## config.mk

```make
export PLATFORM = sky130hd
export DESIGN_NAME = prog_loader_flat
export DESIGN_NICKNAME = d
export VERILOG_FILES = /design/src/rtl/prog_loader_if.sv /design/src/rtl/prog_loader.sv /design/src/flat_wrapper.sv
export SDC_FILE = /design/constraint.sdc
export NUM_CORES = 1
export LEC_CHECK = 0
export ABC_AREA = 1
export BUFFER_PORTS_ARGS = -buffer_cell sky130_fd_sc_hd__buf_2
export CORE_ASPECT_RATIO = 1.4
export CORE_MARGIN = 5
export CORE_UTILIZATION = 56
export CTS_CLUSTER_DIAMETER = 50
export DETAILED_ROUTE_END_ITERATION = 10
export PLACE_DENSITY = 0.8
export REMOVE_ABC_BUFFERS = 1
export SETUP_SLACK_MARGIN = 0.1
export SLEW_MARGIN = 20
export SYNTH_ARGS = -nofsm -noshare
export SYNTH_HDL_FRONTEND = slang
export SYNTH_SLANG_ARGS = --single-unit
```

## constraint.sdc

```tcl
create_clock -name clk -period 2.15 [get_ports clk]
set_input_delay 0.215 -clock clk [delete_from_list [all_inputs] [get_ports clk]]
set_output_delay 0.215 -clock clk [all_outputs]
set_load 0.01 [all_outputs]
```

## src/rtl/prog_loader_if.sv

```systemverilog
// Byte-stream input and instruction-memory write bus of the program loader.
interface prog_loader_if;
  logic        in_valid;
  logic [7:0]  in_data;
  logic        in_ready;
  logic        im_we;
  logic [31:0] im_addr;
  logic [31:0] im_wdata;

  // Environment side: produces the byte stream, observes memory writes.
  modport master (
    output in_valid, in_data,
    input  in_ready, im_we, im_addr, im_wdata
  );

  // Loader side.
  modport slave (
    input  in_valid, in_data,
    output in_ready, im_we, im_addr, im_wdata
  );
endinterface

```

## src/rtl/prog_loader.sv

```systemverilog
// Program loader: takes a length-prefixed little-endian byte stream, writes
// 32-bit words into instruction memory, then releases the CPU via cpu_start.
module prog_loader #(
  parameter int unsigned MAX_WORDS = 1024,
  parameter int unsigned CNT_WIDTH = 16,
  parameter logic [31:0] BASE_ADDR = 32'h0000_0000
) (
  input  logic                 clk,
  input  logic                 rst,
  prog_loader_if.slave         bus,
  output logic                 cpu_start,
  output logic                 busy,
  output logic                 error,
  output logic [CNT_WIDTH-1:0] words_loaded
);

  typedef enum logic [2:0] {
    S_HDR0, S_HDR1, S_DATA, S_WRITE, S_DONE, S_ERR
  } state_t;

  state_t               state, state_nxt;
  logic [CNT_WIDTH-1:0] n_q, n_nxt;
  logic [CNT_WIDTH-1:0] word_cnt_q, word_cnt_nxt;
  logic [1:0]           byte_idx_q, byte_idx_nxt;
  logic [23:0]          word_q, word_nxt;
  logic                 in_ready_q, in_ready_nxt;
  logic                 im_we_q, im_we_nxt;
  logic [31:0]          im_addr_q, im_addr_nxt;
  logic [31:0]          im_wdata_q, im_wdata_nxt;
  logic                 cpu_start_q, cpu_start_nxt;
  logic                 busy_q, busy_nxt;
  logic                 error_q, error_nxt;
  logic [CNT_WIDTH-1:0] n_full_c;
  logic                 xfer_c;

  assign xfer_c   = bus.in_valid && in_ready_q;
  assign n_full_c = CNT_WIDTH'({bus.in_data, n_q[7:0]});

  // State register.
  always_ff @(posedge clk or negedge rst) begin
    if (!rst) state <= S_HDR0;
    else      state <= state_nxt;
  end

  // Next-state, datapath and registered-output next values.
  always_comb begin
    state_nxt     = state;
    n_nxt         = n_q;
    word_cnt_nxt  = word_cnt_q;
    byte_idx_nxt  = byte_idx_q;
    word_nxt      = word_q;
    im_we_nxt     = 1'b0;
    im_addr_nxt   = im_addr_q;
    im_wdata_nxt  = im_wdata_q;
    in_ready_nxt  = 1'b0;
    busy_nxt      = 1'b0;
    cpu_start_nxt = 1'b0;
    error_nxt     = 1'b0;
    case (state)
      S_HDR0: begin
        if (xfer_c) begin
          n_nxt     = CNT_WIDTH'(bus.in_data);
          state_nxt = S_HDR1;
        end
      end
      S_HDR1: begin
        if (xfer_c) begin
          n_nxt        = n_full_c;
          byte_idx_nxt = 2'd0;
          word_cnt_nxt = '0;
          if (n_full_c == '0)                      state_nxt = S_DONE;
          else if (32'(n_full_c) > 32'(MAX_WORDS)) state_nxt = S_ERR;
          else                                     state_nxt = S_DATA;
        end
      end
      S_DATA: begin
        if (xfer_c) begin
          byte_idx_nxt = byte_idx_q + 2'd1;
          case (byte_idx_q)
            2'd0: word_nxt[7:0]   = bus.in_data;
            2'd1: word_nxt[15:8]  = bus.in_data;
            2'd2: word_nxt[23:16] = bus.in_data;
            default: begin
              im_wdata_nxt = {bus.in_data, word_q};
              im_addr_nxt  = BASE_ADDR + 32'({word_cnt_q, 2'b00});
              im_we_nxt    = 1'b1;
              state_nxt    = S_WRITE;
            end
          endcase
        end
      end
      S_WRITE: begin
        word_cnt_nxt = word_cnt_q + CNT_WIDTH'(1);
        if (word_cnt_nxt == n_q) state_nxt = S_DONE;
        else                     state_nxt = S_DATA;
      end
      S_DONE:  state_nxt = S_DONE;
      S_ERR:   state_nxt = S_ERR;
      default: state_nxt = S_HDR0;
    endcase
    in_ready_nxt  = (state_nxt == S_HDR0) || (state_nxt == S_HDR1) || (state_nxt == S_DATA);
    busy_nxt      = (state_nxt == S_HDR1) || (state_nxt == S_DATA) || (state_nxt == S_WRITE);
    cpu_start_nxt = (state_nxt == S_DONE);
    error_nxt     = (state_nxt == S_ERR);
  end

  // Datapath and output registers.
  always_ff @(posedge clk or negedge rst) begin
    if (!rst) begin
      n_q         <= '0;
      word_cnt_q  <= '0;
      byte_idx_q  <= 2'd0;
      word_q      <= 24'd0;
      in_ready_q  <= 1'b1;
      im_we_q     <= 1'b0;
      im_addr_q   <= 32'd0;
      im_wdata_q  <= 32'd0;
      cpu_start_q <= 1'b0;
      busy_q      <= 1'b0;
      error_q     <= 1'b0;
    end else begin
      n_q         <= n_nxt;
      word_cnt_q  <= word_cnt_nxt;
      byte_idx_q  <= byte_idx_nxt;
      word_q      <= word_nxt;
      in_ready_q  <= in_ready_nxt;
      im_we_q     <= im_we_nxt;
      im_addr_q   <= im_addr_nxt;
      im_wdata_q  <= im_wdata_nxt;
      cpu_start_q <= cpu_start_nxt;
      busy_q      <= busy_nxt;
      error_q     <= error_nxt;
    end
  end

  assign bus.in_ready  = in_ready_q;
  assign bus.im_we     = im_we_q;
  assign bus.im_addr   = im_addr_q;
  assign bus.im_wdata  = im_wdata_q;
  assign cpu_start     = cpu_start_q;
  assign busy          = busy_q;
  assign error         = error_q;
  assign words_loaded  = word_cnt_q;

endmodule

```

## src/flat_wrapper.sv

```systemverilog
// flat-port wrapper written by rule: the top's interface ports become plain ports
module prog_loader_flat 
#(
  parameter int unsigned MAX_WORDS = 1024,
  parameter int unsigned CNT_WIDTH = 16,
  parameter logic [31:0] BASE_ADDR = 32'h0000_0000
)
  (clk, rst, cpu_start, busy, error, words_loaded, bus_in_valid, bus_in_data, bus_in_ready, bus_im_we, bus_im_addr, bus_im_wdata);
  prog_loader_if bus_i ();
  input  logic clk;
  input  logic rst;
  output logic cpu_start;
  output logic busy;
  output logic error;
  output logic [CNT_WIDTH-1:0] words_loaded;
  input wire logic [$bits(bus_i.in_valid)-1:0] bus_in_valid;
  input wire logic [$bits(bus_i.in_data)-1:0] bus_in_data;
  output wire logic [$bits(bus_i.in_ready)-1:0] bus_in_ready;
  output wire logic [$bits(bus_i.im_we)-1:0] bus_im_we;
  output wire logic [$bits(bus_i.im_addr)-1:0] bus_im_addr;
  output wire logic [$bits(bus_i.im_wdata)-1:0] bus_im_wdata;
  assign bus_i.in_valid = bus_in_valid;
  assign bus_i.in_data = bus_in_data;
  assign bus_in_ready = bus_i.in_ready;
  assign bus_im_we = bus_i.im_we;
  assign bus_im_addr = bus_i.im_addr;
  assign bus_im_wdata = bus_i.im_wdata;
  prog_loader #(.MAX_WORDS(MAX_WORDS), .CNT_WIDTH(CNT_WIDTH), .BASE_ADDR(BASE_ADDR)) u_core (.clk(clk), .rst(rst), .bus(bus_i), .cpu_start(cpu_start), .busy(busy), .error(error), .words_loaded(words_loaded));
endmodule
```

==> reports/results.txt <==
First-pass GRT wire length -> 21.8 mm
Post-synth top cells -> nand2_1 (135), dfrtp_1 (113), inv_1 (67), nor2_1 (53), nand3_1 (46)
Worst VDD drop -> 0.706 mV
Most used cell, CP -> nand2_1
Clock Skew -> 5.76 ps
Final setup viols -> 0
CP delay by family, top -> simple AND/OR/NAND/NOR gates
CP bufs+invs -> 3
Gr busiest metal -> met2
Hold Path Cell Cnt -> 3
Worst Path Required -> 2460 ps
Layout Nets -> 721
Slew HR -> 61.5%
Number of synthesized flops with an enable pin -> 0
Slowest-stage cell, CP -> dfrtp_1
Chip width -> 92.4 µm
CP cell instances -> buf_6 -> clkinvlp_4 -> nor2_4 -> nand2_1 -> nand2_1 -> nand2_1 -> nand2_1 -> nand2_1 -> nor2_1 -> nand3_1 -> nor2_2 -> nand3_2 -> nand2_2 -> nand2_4 -> nand2_1 -> inv_1
Tcrit/Tclk final -> 97.9%
Hold Fails Final Rpt -> 0
Fin. max-slew vios -> 0
Area of the multi-input gates -> 2200 µm²
Logic gate share of total power -> 27.7%
Clk_lat worst skew -> 410 ps
Seq/Total Area, Yosys -> 53.6%
Nature of the critical path startpoint -> flip-flop
Crit-path max FO -> 7
GR Util All Layers -> 23.9%
P per Cell Area -> 1140 nW/µm²
Synth unique cells -> 29
Clock power share -> 34.8%
Root buffer cell -> clkbuf_16
Syn Inst Count -> 601
Clk sinks -> 114
Initial drt markers -> 262
Area grow syn2layout -> 24.4%
Vias -> 4633
Met1 GRT Util -> 27.9%
Cell taking the most area after synthesis -> dfrtp_1
Pre-Repair DR Iteration Count -> 5
CTS tree -> yes
Wire per inst -> 16.4 µm
# DRC -> 0
RR Startpoint -> u_core.words_loaded[0]
Clock buffer depth -> 2
Routed vias/inst -> 5.61
Tot Pwr -> 7510 µW
Slew @ Worst Pin -> 576 ps
Largest net degree at the start of global routing -> 48
Initial Utilization -> 56.9%
Vias in the first global route -> 4616
Finished Core Util -> 70.7%
Post-Syn Area -> 5320 µm²
Part of the power in registers -> 37.5%
I/O pin count -> 96
Synth warn -> 0
CP arrival -> 2410 ps
Switch Pwr -> 2620 µW
Hold_sp -> bus_in_data[7]
#FFs+latches synth -> 114
Unrepaired setup endpoints after global routing -> yes
Cell count of the worst reg-to-reg path -> 16
Final non-filler cell total -> 826
Total CTS buffers -> 17
Proportion of netlist area held by the largest area contributor -> 53.1%
Die span in y -> 125 µm
Count leader, synth -> nand2_1
FF+latch area -> 2860 µm²
Post-DRT Antenna Nets -> 0
Synth Flop Type -> dfrtp_1
Sw Share -> 34.8%
Core area -> 9350 µm²
Worst r2r dst -> u_core.busy
GP Congestion -> 0.909
Met3 usage -> 6.37%
Ys async rst share -> 100%
Internal Pwr Total -> 4900 µW
M2 GR Usage -> 40.8%
GRT overflow -> 0
Std cell rows -> 42
Crit path kind -> reg2reg
CTS clk-pin slew, worst paths -> 50 ps
Crit end category -> flip-flop
Status -> finished, final reports clean
Top cells by area, synth -> dfrtp_1 (53%), nand2_1 (9.5%), mux2_2 (5.5%)
Hold Path Class -> in2reg
WHS Endpoint -> u_core.bus.im_wdata[31]
Total placed cells including tap cells -> 790
HPWL reported at the end of detailed placement -> 9.30 mm
Leak -> 0.00350 µW
Hold_ws -> 203 ps
Fmax -> 0.475 GHz
Reg-to-reg slack, setup -> 50 ps
Count of input and output buffers -> 79
Synth Area per Inst -> 8.85 µm²
Final WL -> 13.5 mm
Fillers -> 689
Die area -> 11600 µm²
Antenna diodes -> 0
Worst path max stage delay -> 410 ps
Final TNS setup -> 0 ps
Initial antenna violation count -> 0
Maxcap violations -> 0
Period minus WS final -> 2100 ps
Share of cells above drive strength 1 -> 28.8%
CTS H-Tree Depth -> 4
Crit path depth -> 16
==> placed cells by master, fill, tap and decap left out, drive strengths merged <==
cell type,instances
nand2,146
dfrtp,113
buf,100
inv,66
nor2,64
nand3,47
o21ai,35
mux2,26
a21oi,25
clkbuf,20
o22ai,17
conb,16
nand4,8
o31ai,8
clkinv,6
ha,5
clkinvlp,4
nor3,3
or2,1
xor2,1
nor4,1
a211oi,1
bufinv,1
dlygate4sd3,1
dfstp,1
==> layer usage <==
metal / vias to the layer above / part of all wire (%)
li1: 2136 / -
met3: 47 / 7.5
met1: 2207 / 38
met2: 243 / 51
met5: - / 0
met4: 0 / 3.2
==> registers in the layout (all words and copies together), names as in the netlist, 2 cells and up <==
register,count
u_core.bus.im_addr,16
u_core.bus.im_wdata,32
u_core.byte_idx_q,2
u_core.n_q,16
u_core.state,3
u_core.word_q,24
u_core.words_loaded,16
==> cell type report <==
cell class / instances / area share (%)
clock buffers: 20 / 7.05
clock inverters: 10 / 1.30
inverters: 67 / 3.86
multi-input cells: 404 / 33.3
flip-flops and latches: 114 / 43.2
well taps: 110 / 2.08
repair buffers: 101 / 9.23
==> power by group through the flow <==
stage	combinational [µW]	clock, µW	sequential [µW]
after floorplan	1210	0	2830
after global placement	1810	0	2800
after detailed placement	1860	0	2820
after CTS	1910	2640	2790
after global routing	2330	2740	2860
final	2080	2610	2820
==> worst min-delay path, cell delays in order <==
cell and delay, ps:
buf_2 90, inv_1 120, a21oi_1 150
==> how the worst max path moves through the flow <==
stage	from	endpoint	slack (ps)
2_1_floorplan	u_core.state[2]	u_core.bus.im_addr[3]	-710
3_3_place_gp	u_core.words_loaded[0]	u_core.error	210
4_1_cts	u_core.words_loaded[0]	u_core.busy	100
5_1_grt	u_core.words_loaded[0]	u_core.busy	-80
3_5_place_dp	u_core.words_loaded[0]	u_core.error	120
6_report	u_core.words_loaded[0]	u_core.busy	50
==> logic make-up (layout without fill, tap and decap cells) <==
logic type	Yosys count	in the layout	share of synthesized area, %
xor+xnor	1	1	0.165
simple gates	270	270	22.2
compound gates	86	86	8.98
mux	26	26	5.50
other cells	1	16	0.0705
fa+ha+maj	5	5	1.18
buf+inv	98	198	8.28
flops	114	114	53.6
==> repair_timing <==
item / 4_1_cts / 5_1_grt
endpoints found under the setup margin: 2 / 23
setup buffers: 0 / 5
hold endpoints to repair: 32 / 0
hold buffers: 1 / 0
pin swaps: 0 / 9
resized for setup: 2 / 32
==> per-stage QoR <==
stage	setup WS, ps	area (µm²)
6_report	45.7	6620
5_1_grt	-78.4	6620
4_1_cts	103	6450
3_5_place_dp	119	5890
3_3_place_gp	213	5890
2_1_floorplan	-707	5190
Power figures use the tool's default switching activity.
